===== src/rtl/clint_pkg.sv =====
// clint_timer shared definitions: register offsets,
// reset constants and the register-select encoding.
package clint_pkg;

   localparam logic [7:0] MTIME_LO    = 8'h00;
   localparam logic [7:0] MTIME_HI    = 8'h04;
   localparam logic [7:0] MTIMECMP_LO = 8'h08;
   localparam logic [7:0] MTIMECMP_HI = 8'h0C;
   localparam logic [7:0] MSIP        = 8'h10;

   localparam logic [63:0] MTIMECMP_RST = 64'hFFFF_FFFF_FFFF_FFFF;
   localparam logic [63:0] MTIME_RST    = 64'h0;

   typedef enum logic [2:0] {
      SEL_MTIME_LO,
      SEL_MTIME_HI,
      SEL_CMP_LO,
      SEL_CMP_HI,
      SEL_MSIP,
      SEL_NONE
   } reg_sel_e;

   typedef struct packed {
      logic        valid;
      logic        err;
      logic [31:0] rdata;
   } rsp_t;

   // Replace one 32-bit half of a 64-bit register.
   function automatic logic [63:0] put_half(
      input logic [63:0] cur,
      input logic        hi,
      input logic [31:0] val
   );
      logic [63:0] r;
      r = cur;
      if (hi) r[63:32] = val;
      else    r[31:0]  = val;
      return r;
   endfunction

endpackage


===== src/rtl/clint_timer_if.sv =====
// Single-beat request/response port between the
// load/store unit (master) and the timer block (slave).
interface clint_timer_if #(
   parameter int unsigned ADDR_W = 5
);

   logic              req_valid;
   logic              req_ready;
   logic              req_we;
   logic [ADDR_W-1:0] req_addr;
   logic [31:0]       req_wdata;
   logic              rsp_valid;
   logic [31:0]       rsp_rdata;
   logic              rsp_err;

   modport master (
      output req_valid,
      output req_we,
      output req_addr,
      output req_wdata,
      input  req_ready,
      input  rsp_valid,
      input  rsp_rdata,
      input  rsp_err
   );

   modport slave (
      input  req_valid,
      input  req_we,
      input  req_addr,
      input  req_wdata,
      output req_ready,
      output rsp_valid,
      output rsp_rdata,
      output rsp_err
   );

endinterface


===== src/rtl/clint_prescaler.sv =====
// mtime prescaler: counts 0..DIV-1 and flags the
// wrap cycle so mtime advances once per DIV clocks.
module clint_prescaler #(
   parameter int unsigned DIV = 1
) (
   input  logic clk,
   input  logic reset_n,
   output logic tick
);

   localparam logic [15:0] LAST = 16'(DIV - 1);

   logic [15:0] cnt_q;

   assign tick = (cnt_q == LAST);

   // Free-running divider counter, restarts on wrap.
   always_ff @(posedge clk or negedge reset_n) begin
      if (!reset_n) begin
         cnt_q <= 16'h0;
      end else if (tick) begin
         cnt_q <= 16'h0;
      end else begin
         cnt_q <= cnt_q + 16'd1;
      end
   end

endmodule


===== src/rtl/clint_timer.sv =====
// Machine timer / software interrupt unit: mtime,
// mtimecmp and msip behind a single-beat port.
module clint_timer
   import clint_pkg::*;
#(
   parameter int unsigned TICK_DIV = 1,
   parameter int unsigned ADDR_W   = 5
) (
   input  logic          clk,
   input  logic          reset_n,
   clint_timer_if.slave  bus,
   output logic          timer_irq,
   output logic          soft_irq
);

   localparam logic [ADDR_W-1:0] A_MTIME_LO = ADDR_W'(MTIME_LO);
   localparam logic [ADDR_W-1:0] A_MTIME_HI = ADDR_W'(MTIME_HI);
   localparam logic [ADDR_W-1:0] A_CMP_LO   = ADDR_W'(MTIMECMP_LO);
   localparam logic [ADDR_W-1:0] A_CMP_HI   = ADDR_W'(MTIMECMP_HI);
   localparam logic [ADDR_W-1:0] A_MSIP     = ADDR_W'(MSIP);

   logic        tick;
   logic        accept;
   logic        misal;
   logic        wr;
   reg_sel_e    sel;
   logic [31:0] rd_data;
   logic [63:0] mtime_q;
   logic [63:0] mtime_d;
   logic [63:0] cmp_q;
   logic [63:0] cmp_d;
   logic        msip_q;
   logic        msip_d;
   rsp_t        rsp_q;
   rsp_t        rsp_d;

   clint_prescaler #(
      .DIV (TICK_DIV)
   ) u_presc (
      .clk     (clk),
      .reset_n (reset_n),
      .tick    (tick)
   );

   // No response backpressure exists, so a new request
   // is always welcome, even alongside a response beat.
   assign bus.req_ready = 1'b1;
   assign accept        = bus.req_valid & bus.req_ready;
   assign misal         = |bus.req_addr[1:0];
   assign wr            = accept & bus.req_we & (sel != SEL_NONE);

   // Offset decode; misaligned or unmapped offsets select nothing.
   always_comb begin
      sel = SEL_NONE;
      if (!misal) begin
         unique case (1'b1)
            (bus.req_addr == A_MTIME_LO): sel = SEL_MTIME_LO;
            (bus.req_addr == A_MTIME_HI): sel = SEL_MTIME_HI;
            (bus.req_addr == A_CMP_LO):   sel = SEL_CMP_LO;
            (bus.req_addr == A_CMP_HI):   sel = SEL_CMP_HI;
            (bus.req_addr == A_MSIP):     sel = SEL_MSIP;
            default:                      sel = SEL_NONE;
         endcase
      end
   end

   // Read mux over the pre-update register values.
   always_comb begin
      rd_data = 32'h0;
      unique case (sel)
         SEL_MTIME_LO: rd_data = mtime_q[31:0];
         SEL_MTIME_HI: rd_data = mtime_q[63:32];
         SEL_CMP_LO:   rd_data = cmp_q[31:0];
         SEL_CMP_HI:   rd_data = cmp_q[63:32];
         SEL_MSIP:     rd_data = {31'h0, msip_q};
         default:      rd_data = 32'h0;
      endcase
   end

   // Next-state for the register file. An mtime write
   // suppresses the same-cycle increment entirely.
   always_comb begin
      mtime_d = tick ? mtime_q + 64'd1 : mtime_q;
      cmp_d   = cmp_q;
      msip_d  = msip_q;
      if (wr) begin
         unique case (sel)
            SEL_MTIME_LO: mtime_d = put_half(mtime_q, 1'b0, bus.req_wdata);
            SEL_MTIME_HI: mtime_d = put_half(mtime_q, 1'b1, bus.req_wdata);
            SEL_CMP_LO:   cmp_d   = put_half(cmp_q, 1'b0, bus.req_wdata);
            SEL_CMP_HI:   cmp_d   = put_half(cmp_q, 1'b1, bus.req_wdata);
            SEL_MSIP:     msip_d  = bus.req_wdata[0];
            default:      ;
         endcase
      end
   end

   // Response beat: one cycle after acceptance, data only on good reads.
   always_comb begin
      rsp_d.valid = accept;
      rsp_d.err   = accept & (sel == SEL_NONE);
      rsp_d.rdata = (accept & ~bus.req_we) ? rd_data : 32'h0;
   end

   // Timer and software-interrupt registers.
   always_ff @(posedge clk or negedge reset_n) begin
      if (!reset_n) begin
         mtime_q <= MTIME_RST;
         cmp_q   <= MTIMECMP_RST;
         msip_q  <= 1'b0;
      end else begin
         mtime_q <= mtime_d;
         cmp_q   <= cmp_d;
         msip_q  <= msip_d;
      end
   end

   // Response pipeline register; reset drops any beat in flight.
   always_ff @(posedge clk or negedge reset_n) begin
      if (!reset_n) begin
         rsp_q <= '0;
      end else begin
         rsp_q <= rsp_d;
      end
   end

   // Registered level compare, one edge behind the registers.
   always_ff @(posedge clk or negedge reset_n) begin
      if (!reset_n) begin
         timer_irq <= 1'b0;
      end else begin
         timer_irq <= (mtime_q >= cmp_q);
      end
   end

   assign soft_irq      = msip_q;
   assign bus.rsp_valid = rsp_q.valid;
   assign bus.rsp_err   = rsp_q.err;
   assign bus.rsp_rdata = rsp_q.rdata;

endmodule


===== src/flat_wrapper.sv =====
// flat-port wrapper written by rule: the top's interface ports become plain ports
module clint_timer_flat import clint_pkg::*;
#(
   parameter int unsigned TICK_DIV = 1,
   parameter int unsigned ADDR_W   = 5
)
  (clk, reset_n, timer_irq, soft_irq, bus_req_valid, bus_req_we, bus_req_addr, bus_req_wdata, bus_req_ready, bus_rsp_valid, bus_rsp_rdata, bus_rsp_err);
  clint_timer_if #(.ADDR_W(ADDR_W)) bus_i ();
  input  logic clk;
  input  logic reset_n;
  output logic timer_irq;
  output logic soft_irq;
  input wire logic [$bits(bus_i.req_valid)-1:0] bus_req_valid;
  input wire logic [$bits(bus_i.req_we)-1:0] bus_req_we;
  input wire logic [$bits(bus_i.req_addr)-1:0] bus_req_addr;
  input wire logic [$bits(bus_i.req_wdata)-1:0] bus_req_wdata;
  output wire logic [$bits(bus_i.req_ready)-1:0] bus_req_ready;
  output wire logic [$bits(bus_i.rsp_valid)-1:0] bus_rsp_valid;
  output wire logic [$bits(bus_i.rsp_rdata)-1:0] bus_rsp_rdata;
  output wire logic [$bits(bus_i.rsp_err)-1:0] bus_rsp_err;
  assign bus_i.req_valid = bus_req_valid;
  assign bus_i.req_we = bus_req_we;
  assign bus_i.req_addr = bus_req_addr;
  assign bus_i.req_wdata = bus_req_wdata;
  assign bus_req_ready = bus_i.req_ready;
  assign bus_rsp_valid = bus_i.rsp_valid;
  assign bus_rsp_rdata = bus_i.rsp_rdata;
  assign bus_rsp_err = bus_i.rsp_err;
  clint_timer #(.TICK_DIV(TICK_DIV), .ADDR_W(ADDR_W)) u_core (.clk(clk), .reset_n(reset_n), .bus(bus_i), .timer_irq(timer_irq), .soft_irq(soft_irq));
endmodule

===== config.mk =====
export PLATFORM = sky130hd
export DESIGN_NAME = clint_timer_flat
export DESIGN_NICKNAME = d
export VERILOG_FILES = /design/src/rtl/clint_pkg.sv /design/src/rtl/clint_timer_if.sv /design/src/rtl/clint_prescaler.sv /design/src/rtl/clint_timer.sv /design/src/flat_wrapper.sv
export SDC_FILE = /design/constraint.sdc
export NUM_CORES = 1
export LEC_CHECK = 0
export CAP_MARGIN = 10
export CORE_AREA = 10 10 130 222
export CTS_CLUSTER_DIAMETER = 100
export CTS_CLUSTER_SIZE = 28
export DETAILED_ROUTE_END_ITERATION = 12
export DIE_AREA = 0 0 140 232
export SYNTH_ARGS = -nofsm -noshare
export SYNTH_HDL_FRONTEND = slang
export SYNTH_SLANG_ARGS = --single-unit
export TNS_END_PERCENT = 5

===== constraint.sdc =====
create_clock -name clk -period 3.8 [get_ports clk]
set_input_delay 0.76 -clock clk [delete_from_list [all_inputs] [get_ports clk]]
set_output_delay 0.76 -clock clk [all_outputs]
set_load 0.01 [all_outputs]

== Yosys cells after proc, flatten, opt, wreduce, memory -nomap -nowiden ==
Index checks and enable logic that the tools add are counted.
Operators by class
  multiplexer cells: 9
  divide/modulo/power cells: 0
  reductions and logical operators: 7
  bitwise logic cells: 7
  equal/unequal tests: 12
  order comparisons: 1
  $mul: 0
  add/sub/neg operators: 2
  shift operators: 0
Operator list (number)
  one-hot mux 64 bit (2 select lines): 2
  one-hot mux 32 bit (5 select lines): 1
  two-way mux 64 bit: 2
  adder 64 x 1 -> 64 bit, second input constant: 1
  >= comparator 64 bit: 1
  two-way mux 32 bit: 1
  adder 16 x 1 -> 16 bit, second input constant: 1
  zero test 16 bit: 1
  two-way mux 16 bit: 1
  one-hot mux 3 bit (5 select lines): 1
  == test 5 x 4 -> 1 bit, second input constant: 2
  == test 3 x 2 -> 1 bit, second input constant: 2
  == test 3 bit, second input constant: 2
  AND reduction 3 bit: 2
  == test 5 x 3 -> 1 bit, second input constant: 1
  == test 5 bit, second input constant: 1
  zero test 5 bit: 1
  bitwise AND 1 bit: 4
  != test 2 bit, second input constant: 2
  == test 3 x 1 -> 1 bit, second input constant: 1
  zero test 3 bit: 1
  two-way mux 3 bit: 1
  != test 3 bit, second input constant: 1
  NOT 1 bit: 3
  other kinds (2): 2
Word-level totals
  bits in latches: 0
  memories: 0
  RAM bits: 0
  output and inout bits: 37
  memory bits (read-only): 0
  register bits: 180
  bits of input ports: 41

== Depth between registers and ports, before layout ==
Gate-level depths: netlist (run 1).
  depth after elaboration: 6
  mapped depth: 10

== Modules after synthesis ==
From an unflattened synthesis (run 1), not the netlist that was laid out.
Second synthesis, totals
  cells, all modules: 1164
  area total of the unflattened synthesis: 10906.7 sq um
By module, submodules not included
  clint_timer: seq. area each 4184.0 sq um, cells an instance 1096, instances 1, area each 10121.0 sq um
  clint_prescaler: seq. area each 400.4 sq um, cells an instance 68, instances 1, area each 785.8 sq um

== Worst setup path before layout (run 1) ==
OpenSTA, ideal clock, no wires.
  kind: input port to flip-flop
  start: input bus_req_addr[0]
  end: register u_core.mtime_q[15]
  arrival: 2222 ps
  path buffers: 4
  setup slack: 1455 ps
  stages on the path: 7
  setup time: 123 ps
  cells stage by stage: nand4bb_1 -> buf_2 -> or4_1 -> clkbuf_1 -> buf_2 -> clkbuf_1 -> o221a_2
On the way
  word-level cells in the longest chain between the ends: 6
Ends and longest elaborated chain
  start: declaration: RTL line flat_wrapper.sv:15  | input wire logic [$bits(bus_i.req_addr)-1:0] bus_req_addr;
  == test 5 bit, or another cell as far along: RTL line clint_timer.sv:61  | (bus.req_addr == A_MSIP): sel = SEL_MSIP;
  one-hot mux 3 bit (5 select lines): RTL line clint_timer.sv:56  | unique case (1'b1)
  two-way mux 3 bit *: RTL line clint_timer.sv:55  | if (!misal) begin
  == test 3 x 1 -> 1 bit, or another cell as far along: RTL line clint_timer.sv:87  | unique case (sel)
  one-hot mux 64 bit (2 select lines) / bitwise AND 1 bit (equally long branches): RTL line clint_timer.sv:87, clint_timer.sv:50
  two-way mux 64 bit / != test 2 bit (equally long branches)
  end signal: assignment: RTL line clint_timer.sv:112  | mtime_q <= mtime_d;
  end: declaration: RTL line clint_timer.sv:28  | logic [63:0] mtime_q;
Mark *: on every way between the ends. The rest lies on a longest branch, timed or not.
A chain may end at the register's enable or synchronous reset.

== Worst setup path in the final report (run 1) ==
  start: register u_core.mtime_q[0]
  end: register u_core.timer_irq
On the way
  word-level cells in the longest chain between the ends: 1
Ends and longest elaborated chain
  >= comparator 64 bit: RTL line clint_timer.sv:132  | timer_irq <= (mtime_q >= cmp_q);
  end signal: assignment: RTL line clint_timer.sv:132
  end: declaration: RTL line clint_timer.sv:12  | output logic timer_irq,
Every way passes these cells.

==> flow_metrics.py, run 1 <==
metrics = {
    "status": {
        "outcome": "complete, no violations",
    },
    "worst_setup_path": {
        "path_depth": 8,
        "endpoint": "u_core.timer_irq",
        "crit_buf_inv": 1,
        "crit_chain": "inv_1 > ha_1 > nand2b_1 > a2111oi_0 > o31a_1 > a31oi_1 > nor3_1 > a221oi_1",
        "cp-startpoint": "u_core.mtime_q[0]",
        "worst_path_dominant_cell_family": "compound AO/OA/AOI/OAI gates",
        "rr_endpoint": "u_core.timer_irq",
        "cpMaxStageDelayCell": "a2111oi_0",
        "arrival_ns": 3.08,
        "worst-path-max-fanout": 5,
        "cp-end-kind": "flip-flop",
        "required_ns": 4.09,
        "reg2reg_slack_ns": 1.01,
        "r2r_cells": 8,
        "crit_type": "flip-flop to flip-flop",
        "crit_path_start_kind": "flip-flop",
        "rr_startpoint": "u_core.mtime_q[0]",
        "max_stage_delay_ns": 0.92,
    },
    "routing": {
        "via_per_inst": 5.99,
        "drc": 0,
        "wl_mm": 33.1,
        "wl_per_cell_um": 21.5,
        "final_antenna_net_count": 0,
        "dr_total_vias": 9224,
        "drtIter0Drc": 685,
        "drt_first_pass_iters": 5,
    },
    "timing": {
        "hold_viol_final": 0,
        "setup_viol": 0,
        "maxSlewViolCount": 0,
        "setup_tns_ns": 0,
        "rsz0062_at_grt": "no",
        "fmax_ghz": 0.358,
        "maxSlewHeadroom": 0.290,
        "finalCriticalPeriod_ns": 2.79,
        "fin_worst_skew_ns": 0.0107,
        "worst_slew_pin_slew_ns": 1.04,
        "finalCritPeriodShare": 0.735,
    },
    "cells_and_area": {
        "final_layout_size_suffix_gt1_frac": 0.163,
        "final_nets": 1318,
        "area_delta_synth_final_pct": 15.1,
        "n_fill_cell": 2338,
        "multi_input_area_um2": 5960,
        "diodes": 0,
        "ff_latch_area_um2": 4580,
    },
    "floorplanning": {
        "row_count": 77,
        "ioPinCount": 78,
        "coreArea_um2": 25000,
        "fp.dieH_um": 232,
        "start_util": 0.445,
        "die_area_um2": 32500,
        "fp.dieW_um": 140,
    },
    "clock_network": {
        "htree_levels": 4,
        "hold_buffers": 0,
        "cts_buffer_depth": 2,
        "cts_setup_buffers": 0,
        "root_buffer": "clkbuf_16",
        "cts_resized": 0,
        "clkTransAtPathRegs_ns": 0.06,
        "clock_sinks": 180,
        "cts_tree": "yes",
        "insertion_delay_ns": 0.45,
        "numCtsBuffers": 17,
    },
    "synthesis": {
        "ys_top_cells_by_area": "dfrtp_1 (26%), dfstp_2 (15%), ha_1 (7.5%)",
        "yosysMostFrequentCell": "nand2_1",
        "async_flop_share": 1.00,
        "syn-cell-area_um2": 11100,
        "syn-instance-count": 1161,
        "ys_ff_latch": 180,
        "yosys-top-cells-count": "nand2_1 (148), dfrtp_1 (116), o21ai_0 (91)",
        "synth_cell_types": 80,
        "syn_nets": 1269,
        "synth-edff-count": 0,
        "yosys_warnings": 0,
        "synth.top_cell.area_share": 0.260,
        "synth_top_cell_by_area": "dfrtp_1",
        "ys.flop_type": "dfrtp_1",
        "synth.avg_cell_area_um2": 9.60,
        "yosysSeqAreaShare": 0.411,
    },
    "global_routing": {
        "antenna_found_initial": 0,
        "grt-ovfl-total": 0,
        "grt_pass1_wl_mm": 52.3,
        "track_usage": 0.204,
        "grt_start_max_net_pins": 78,
        "grt_pass1_vias": 9207,
    },
    "placement": {
        "portBuffers": 76,
        "hpwl_mm": 24.4,
        "finalWeightedCongestion": 0.885,
    },
    "worst_hold_path": {
        "hold_path.class": "input port to async pin",
    },
    "job": {
        "drv_cap": 0,
    },
    "power_and_ir_drop": {
        "p_leak_nw": 5.28,
        "vdd_drop_max_mv": 0.342,
        "p_per_area_nw_per_um2": 481,
        "power.total_mw": 6.17,
    },
}
[cell usage in the layout (no fill, tap or decap), types with 25 or more instances in the layout]
cell type	Yosys	layout
inv_1	70	70
a21oi_1	61	61
nand3_1	33	33
o21ai_0	91	91
nor2b_1	36	36
ha_1	67	67
mux4_2	31	31
clkdlybuf4s50_1	0	73
buf_4	5	25
dfstp_2	64	64
and3_1	26	26
nor2_1	55	55
dfrtp_1	116	116
nand2_1	148	148
nand4_1	40	40
[per-stage QoR]
| step | util | instances | setup WS [ns] | cell area [um2] | hold slack (ns) |
|---|---|---|---|---|---|
| finish | 0.512 | 1539 | 1.01 | 12800 | 0.304 |
| detailed placement | 0.487 | 1507 | 0.632 | 12200 | 0.480 |
| global route | 0.512 | 1539 | 0.672 | 12800 | 0.344 |
| global placement | 0.487 | 1507 | 0.659 | 12200 | 0.470 |
| floorplan | - | 1161 | 1.46 | 11100 | 0.463 |
| CTS | 0.512 | 1539 | 1.02 | 12800 | 0.312 |
[power by group]
group	switching, mW	internal (mW)
registers	0.397	2.28
logic	0.839	0.753
clock network	0.778	1.12
[kinds of logic after synthesis]
logic type	after synthesis	share of synthesized area
AOI/OAI and AO/OA	267	0.151
xor gates and xnor gates	25	0.0196
adders and majority gates	67	0.0752
buffers and inverters	144	0.0558
DFF	180	0.411
muxes	35	0.0663
other	1	0.000336
and+or+nand+nor	442	0.220
[layout make-up]
class | instances | share of cell area
clock buffer | 24 | 0.0391
clock inverter | 8 | 0.00956
inverter | 70 | 0.0205
multi-input combinational | 837 | 0.465
sequential | 180 | 0.357
tap | 316 | 0.0308
timing repair buffer | 104 | 0.0781
[routing by layer]
layer  GRT usage  vias to the layer above  part of all wire
li1            -                     4343                 -
met3      0.0344                       58             0.033
met2       0.380                      229              0.55
met1       0.220                     4594              0.38
met5           0                        -                 0
met4      0.0881                        0             0.036
[flip-flops by register name, indices dropped and copies added (netlist names)]
signal                count
u_core.bus.rsp_rdata     32
u_core.bus.rsp_valid      1
u_core.mtime_q           64
u_core.cmp_q             64
u_core.bus.rsp_err        1
u_core.soft_irq           1
u_core.u_presc.cnt_q     16
u_core.timer_irq          1
[how the worst min path moves through the flow]
stage,from,to,slack [ns],cells past startpoint
6_report,reset_n,u_core.bus.rsp_rdata[14],0.30,1
5_1_grt,reset_n,u_core.mtime_q[44],0.34,1
4_1_cts,reset_n,u_core.mtime_q[44],0.31,1
3_5_place_dp,u_core.cmp_q[7],u_core.cmp_q[7],0.48,2
3_3_place_gp,u_core.cmp_q[7],u_core.cmp_q[7],0.47,2
2_1_floorplan,reset_n,u_core.bus.rsp_err,0.46,0
No activity file was read; power rests on OpenSTA's default activity.
==> run 2: changes to the inputs <==
--- a/config.mk
+++ b/config.mk
@@ -11,6 +11,7 @@
 export CTS_CLUSTER_SIZE = 28
 export DETAILED_ROUTE_END_ITERATION = 12
 export DIE_AREA = 0 0 140 232
+export PLACE_DENSITY = 0.65
 export SYNTH_ARGS = -nofsm -noshare
 export SYNTH_HDL_FRONTEND = slang
 export SYNTH_SLANG_ARGS = --single-unit
==> constraint.sdc (replaced) <==
create_clock -name clk -period 2.51 [get_ports clk]
set_input_delay 0.502 -clock clk [delete_from_list [all_inputs] [get_ports clk]]
set_output_delay 0.502 -clock clk [all_outputs]
set_load 0.01 [all_outputs]
==> flow_metrics.py, run 2 (same netlist as run 1, synthesis figures left out) <==
metrics = {
    "power_and_ir_drop": {
        "power.total_mw": 9.52,
        "p_per_area_nw_per_um2": 691,
        "p_leak_nw": 5.86,
        "p_sw_mw": 3.27,
        "clkPwrFrac": 0.266,
        "p_seq_frac": 0.402,
        "power_frac_comb": 0.332,
        "p_sw_frac": 0.343,
        "vdd_drop_max_mv": 0.603,
        "intPower_mw": 6.25,
    },
    "placement": {
        "portBuffers": 76,
        "hpwl_mm": 27.2,
        "finalWeightedCongestion": 0.925,
        "dpl.cell_count": 1628,
        "place_area_um2": 13200,
    },
    "global_routing": {
        "grt-ovfl-total": 0,
        "use_met2": 0.401,
        "antenna_found_initial": 0,
        "grtUsageMet3": 0.0410,
        "grt_pass1_vias": 10300,
        "track_usage": 0.217,
        "gr-usage-met1": 0.218,
        "grt_start_max_net_pins": 65,
        "grt_pass1_wl_mm": 55.7,
        "top_usage_layer": "met2",
    },
    "routing": {
        "wl_per_cell_um": 21.0,
        "via_per_inst": 5.89,
        "drc": 0,
        "drtIter0Drc": 778,
        "drt_first_pass_iters": 5,
        "final_antenna_net_count": 0,
        "wl_mm": 34.8,
        "dr_total_vias": 9788,
    },
    "cells_and_area": {
        "mostFrequentLayoutCells": "nand2_1 (148), buf_4 (140), dfrtp_1 (116), o21ai_0 (90), clkdlybuf4s50_1 (73)",
        "final_nets": 1440,
        "final_design_area_no_fill_um2": 13800,
        "final_common_cell": "nand2_1",
        "diodes": 0,
        "final_util": 0.550,
        "area_delta_synth_final_pct": 23.6,
        "final_cells": 1661,
        "final_layout_size_suffix_gt1_frac": 0.242,
        "n_fill_cell": 2298,
    },
    "status": {
        "outcome": "complete, no violations",
    },
    "clock_network": {
        "cts_tree": "yes",
        "root_buffer": "clkbuf_16",
        "clock_sinks": 180,
        "htree_levels": 4,
        "cts_buffer_depth": 2,
        "numCtsBuffers": 17,
        "clkTransAtPathRegs_ns": 0.07,
        "hold_buffers": 0,
        "insertion_delay_ns": 0.46,
    },
    "worst_setup_path": {
        "arrival_ns": 2.82,
        "crit_type": "flip-flop to flip-flop",
        "worst-path-max-fanout": 3,
        "rr_endpoint": "u_core.timer_irq",
        "max_stage_delay_ns": 0.53,
        "required_ns": 2.86,
        "cp-startpoint": "u_core.cmp_q[37]",
        "cp-end-kind": "flip-flop",
        "cpMaxStageDelayCell": "dfstp_2",
        "crit_chain": "inv_1 > ha_1 > nand4_1 > nor4_1 > buf_4 > nand3_1 > a31oi_1 > nor3_1 > a221oi_1",
        "endpoint": "u_core.timer_irq",
        "crit_path_start_kind": "flip-flop",
        "reg2reg_slack_ns": 0.04,
        "rr_startpoint": "u_core.cmp_q[37]",
        "r2r_cells": 9,
    },
    "worst_hold_path": {
        "hold_path.class": "input port to async pin",
    },
    "job": {
        "drv_cap": 0,
    },
    "timing": {
        "hold_viol_final": 0,
        "fin_worst_skew_ns": 0.00784,
        "maxSlewViolCount": 0,
        "maxSlewHeadroom": 0.603,
        "worst_slew_pin_slew_ns": 0.596,
        "fmax_ghz": 0.406,
        "rsz0062_at_grt": "yes",
        "finalCriticalPeriod_ns": 2.47,
        "finalCritPeriodShare": 0.982,
        "setup_viol": 0,
    },
    "floorplanning": {
        "ioPinCount": 78,
        "start_util": 0.445,
        "row_count": 77,
        "die_area_um2": 32500,
        "fp.dieW_um": 140,
        "coreArea_um2": 25000,
        "fp.dieH_um": 232,
    },
}
-- run 2: repair_timing --
action	CTS	global route
resized for setup	2	4
setup endpoints to repair	1	25
gates cloned	0	0
setup buffers	0	1
pin swaps	0	0
-- run 2: worst min-delay path by stage --
stage / startpoint / to / cells after the start
after floorplan: reset_n / u_core.bus.rsp_err / 0
after global placement: u_core.cmp_q[6] / u_core.cmp_q[6] / 2
after detailed placement: u_core.cmp_q[22] / u_core.cmp_q[22] / 2
after CTS: reset_n / u_core.bus.rsp_rdata[14] / 1
after global routing: reset_n / u_core.bus.rsp_rdata[14] / 1
final: reset_n / u_core.bus.rsp_rdata[14] / 1
-- run 2: stage by stage --
step | setup TNS (ns) | hold slack [ns] | setup slack (ns)
final | 0 | 0.0311 | 0.0446
after global routing | -0.0107 | 0.0624 | -0.00664
after CTS | 0 | 0.0456 | 0.0267
after detailed placement | -4.05 | 0.480 | -0.132
after global placement | -1.31 | 0.473 | -0.102
after floorplan | 0 | 0.206 | 0.419
-- run 2: layer usage --
layer | vias to the layer above | wire length (um)
met5 | - | 0
met4 | 0 | 2020
met3 | 108 | 1470
met2 | 283 | 18900
met1 | 4825 | 12500
li1 | 4572 | -
-- run 2: worst max-delay path: cells and delay by family, from the launching register on --
family,cells,cell delay (ns)
simple gates,4,0.72
compound gates,2,0.58
buf+inv,2,0.23
fa+ha+maj,1,0.31
flops,1,0.53
-- run 2: area by class of cell --
type | instances | area [um2] | area share
multi-input cells | 837 | 5990 | 0.435
clock inverters | 12 | 83.8 | 0.00608
clock buffers | 20 | 457 | 0.0331
inverters | 70 | 263 | 0.0191
flip-flops and latches | 180 | 4580 | 0.333
repair buffers | 226 | 2010 | 0.146
well taps | 316 | 395 | 0.0287
-- run 2: power by group through the flow --
stage	logic, mW	registers (mW)	clock network, mW
2_1_floorplan	1.70	3.87	0
3_3_place_gp	3.05	3.84	0
3_5_place_dp	3.11	3.86	0
4_1_cts	3.14	3.81	2.58
5_1_grt	3.51	3.87	2.70
6_report	3.16	3.82	2.53
==> run 3: changes to the inputs <==
--- a/config.mk
+++ b/config.mk
@@ -6,12 +6,13 @@
 export NUM_CORES = 1
 export LEC_CHECK = 0
 export CAP_MARGIN = 10
-export CORE_AREA = 10 10 130 222
+export CORE_AREA = 10 10 124 211
 export CTS_CLUSTER_DIAMETER = 100
 export CTS_CLUSTER_SIZE = 28
 export DETAILED_ROUTE_END_ITERATION = 12
-export DIE_AREA = 0 0 140 232
-export PLACE_DENSITY = 0.65
+export DIE_AREA = 0 0 134 221
+export MAX_ROUTING_LAYER = met4
+export PLACE_DENSITY = 0.71
 export SYNTH_ARGS = -nofsm -noshare
 export SYNTH_HDL_FRONTEND = slang
 export SYNTH_SLANG_ARGS = --single-unit
==> flow_metrics.py, run 3 (same netlist as run 1, synthesis figures left out) <==
metrics = {
    "power_and_ir_drop": {
        "p_per_area_nw_per_um2": 707,
        "vdd_drop_max_mv": 0.428,
        "power_frac_comb": 0.326,
        "p_seq_frac": 0.391,
        "p_sw_mw": 3.32,
        "intPower_mw": 6.45,
        "clkPwrFrac": 0.283,
        "p_sw_frac": 0.340,
        "power.total_mw": 9.76,
        "p_leak_nw": 5.84,
    },
    "floorplanning": {
        "row_count": 73,
        "die_area_um2": 29600,
        "fp.dieW_um": 134,
        "fp.dieH_um": 221,
        "ioPinCount": 78,
        "start_util": 0.494,
        "coreArea_um2": 22600,
    },
    "worst_setup_path": {
        "max_stage_delay_ns": 0.53,
        "worst-path-max-fanout": 3,
        "worst_path_dominant_cell_family": "compound AO/OA/AOI/OAI gates",
        "required_ns": 2.85,
        "path_depth": 10,
        "arrival_ns": 2.78,
        "cpMaxStageDelayCell": "dfstp_2",
        "crit_chain": "inv_1 > ha_1 > a211oi_2 > buf_4 > o211ai_1 > o221ai_2 > buf_4 > o211ai_1 > a2111oi_2 > a221oi_2",
        "crit_path_start_kind": "flip-flop",
        "crit_type": "flip-flop to flip-flop",
        "cp-end-kind": "flip-flop",
        "r2r_cells": 10,
        "crit_buf_inv": 3,
    },
    "status": {
        "outcome": "complete, no violations",
    },
    "timing": {
        "finalCriticalPeriod_ns": 2.44,
        "setup_tns_ns": 0,
        "fin_worst_skew_ns": 0.0101,
        "fmax_ghz": 0.409,
        "setup_viol": 0,
        "hold_slack_ns": 0.484,
        "maxSlewHeadroom": 0.624,
        "rsz0062_at_grt": "yes",
        "worst_slew_pin_slew_ns": 0.560,
        "worst_slack_ns": 0.0655,
        "finalCritPeriodShare": 0.974,
        "maxSlewViolCount": 0,
        "hold_viol_final": 0,
    },
    "clock_network": {
        "cts_buffer_depth": 2,
        "insertion_delay_ns": 0.47,
        "clkTransAtPathRegs_ns": 0.07,
        "cts_setup_buffers": 0,
        "numCtsBuffers": 17,
        "htree_levels": 4,
        "clock_sinks": 180,
        "cts_tree": "yes",
        "root_buffer": "clkbuf_16",
    },
    "routing": {
        "wl_mm": 34.2,
        "drc": 0,
        "dr_total_vias": 9900,
        "drtIter0Drc": 663,
        "wl_per_cell_um": 20.9,
        "via_per_inst": 6.05,
        "drt_first_pass_iters": 7,
        "final_antenna_net_count": 0,
    },
    "cells_and_area": {
        "final_common_cell": "nand2_1",
        "mostFrequentLayoutCells": "nand2_1 (148), buf_4 (131), dfrtp_1 (116), o21ai_0 (90), clkdlybuf4s50_1 (73)",
        "final_util": 0.612,
        "final_design_area_no_fill_um2": 13800,
        "area_delta_synth_final_pct": 23.9,
        "diodes": 0,
        "final_layout_size_suffix_gt1_frac": 0.242,
        "final_nets": 1432,
        "final_cells": 1637,
    },
    "global_routing": {
        "grt_pass1_vias": 10200,
        "track_usage": 0.239,
        "grt_start_max_net_pins": 62,
        "grt-ovfl-total": 0,
        "antenna_found_initial": 0,
        "grt_pass1_wl_mm": 54.5,
    },
    "placement": {
        "hpwl_mm": 26.0,
        "portBuffers": 76,
        "place_area_um2": 13100,
        "finalWeightedCongestion": 0.992,
        "post-place-ws_ns": -0.303,
        "dpl.cell_count": 1604,
    },
    "worst_hold_path": {
        "min_path_cells": 2,
        "hold_path.class": "flip-flop to flip-flop",
    },
    "job": {
        "drv_cap": 0,
    },
}
run 3: changes by cell type in the layout (fill, tap and decap cells not counted), sizes merged:
cell,delta
clkbuf,-2
clkinv,-4
buf,-8
inv,+3
dlygate4sd3,+1
bufinv,+2
run 3: cell type report:
class / count / area, um2
repair buffers: 218 / 1950
clock inverters: 13 / 150
well taps: 300 / 375
clock buffers: 19 / 443
flip-flops and latches: 180 / 4580
inverters: 70 / 263
fillers: 1943 / 8750
multi-input cells: 837 / 6050
run 3: path summary, 6_finish.rpt:
kind / slack [ns] / end / startpoint
worst max-delay path: 0.07 / u_core.timer_irq / u_core.cmp_q[37]
worst min-delay path: 0.48 / u_core.cmp_q[26] / u_core.cmp_q[26]
worst max register to register: 0.07 / u_core.timer_irq / u_core.cmp_q[37]
worst min register to register: 0.48 / u_core.cmp_q[26] / u_core.cmp_q[26]
max in group asynchronous: 1.19 / u_core.cmp_q[31] / reset_n
min in group asynchronous: 0.54 / u_core.bus.rsp_rdata[14] / reset_n
run 3: power groups by stage:
stage	clock, mW	combinational (mW)	sequential (mW)
floorplan	0	1.70	3.87
global placement	0	2.99	3.83
detailed placement	0	3.07	3.85
CTS	2.80	3.15	3.80
global route	2.93	3.51	3.86
finish	2.77	3.18	3.81
run 3: worst min-delay path, cell delays in order, from the launching register on:
cell and delay (ns):
dfstp_2 0.37, nand2_1 0.04, o21ai_0 0.06
run 3: repair_timing:
action                                  in CTS  in global routing
endpoints found under the setup margin       1                 12
hold buffers                                 1                  0
hold endpoints to repair                    31                  0
pin swaps                                    1                  3
gates resized for setup                      8                  8
run 3: layer usage:
metal / part of all wire / vias to the layer above / wire length [um] / global-route usage
li1: - / 4575 / - / -
met1: 0.36 / 4855 / 12300 / 0.239
met2: 0.54 / 353 / 18600 / 0.422
met3: 0.040 / 117 / 1370 / 0.0372
met4: 0.057 / 0 / 1950 / 0.152
met5: 0 / - / 0 / -
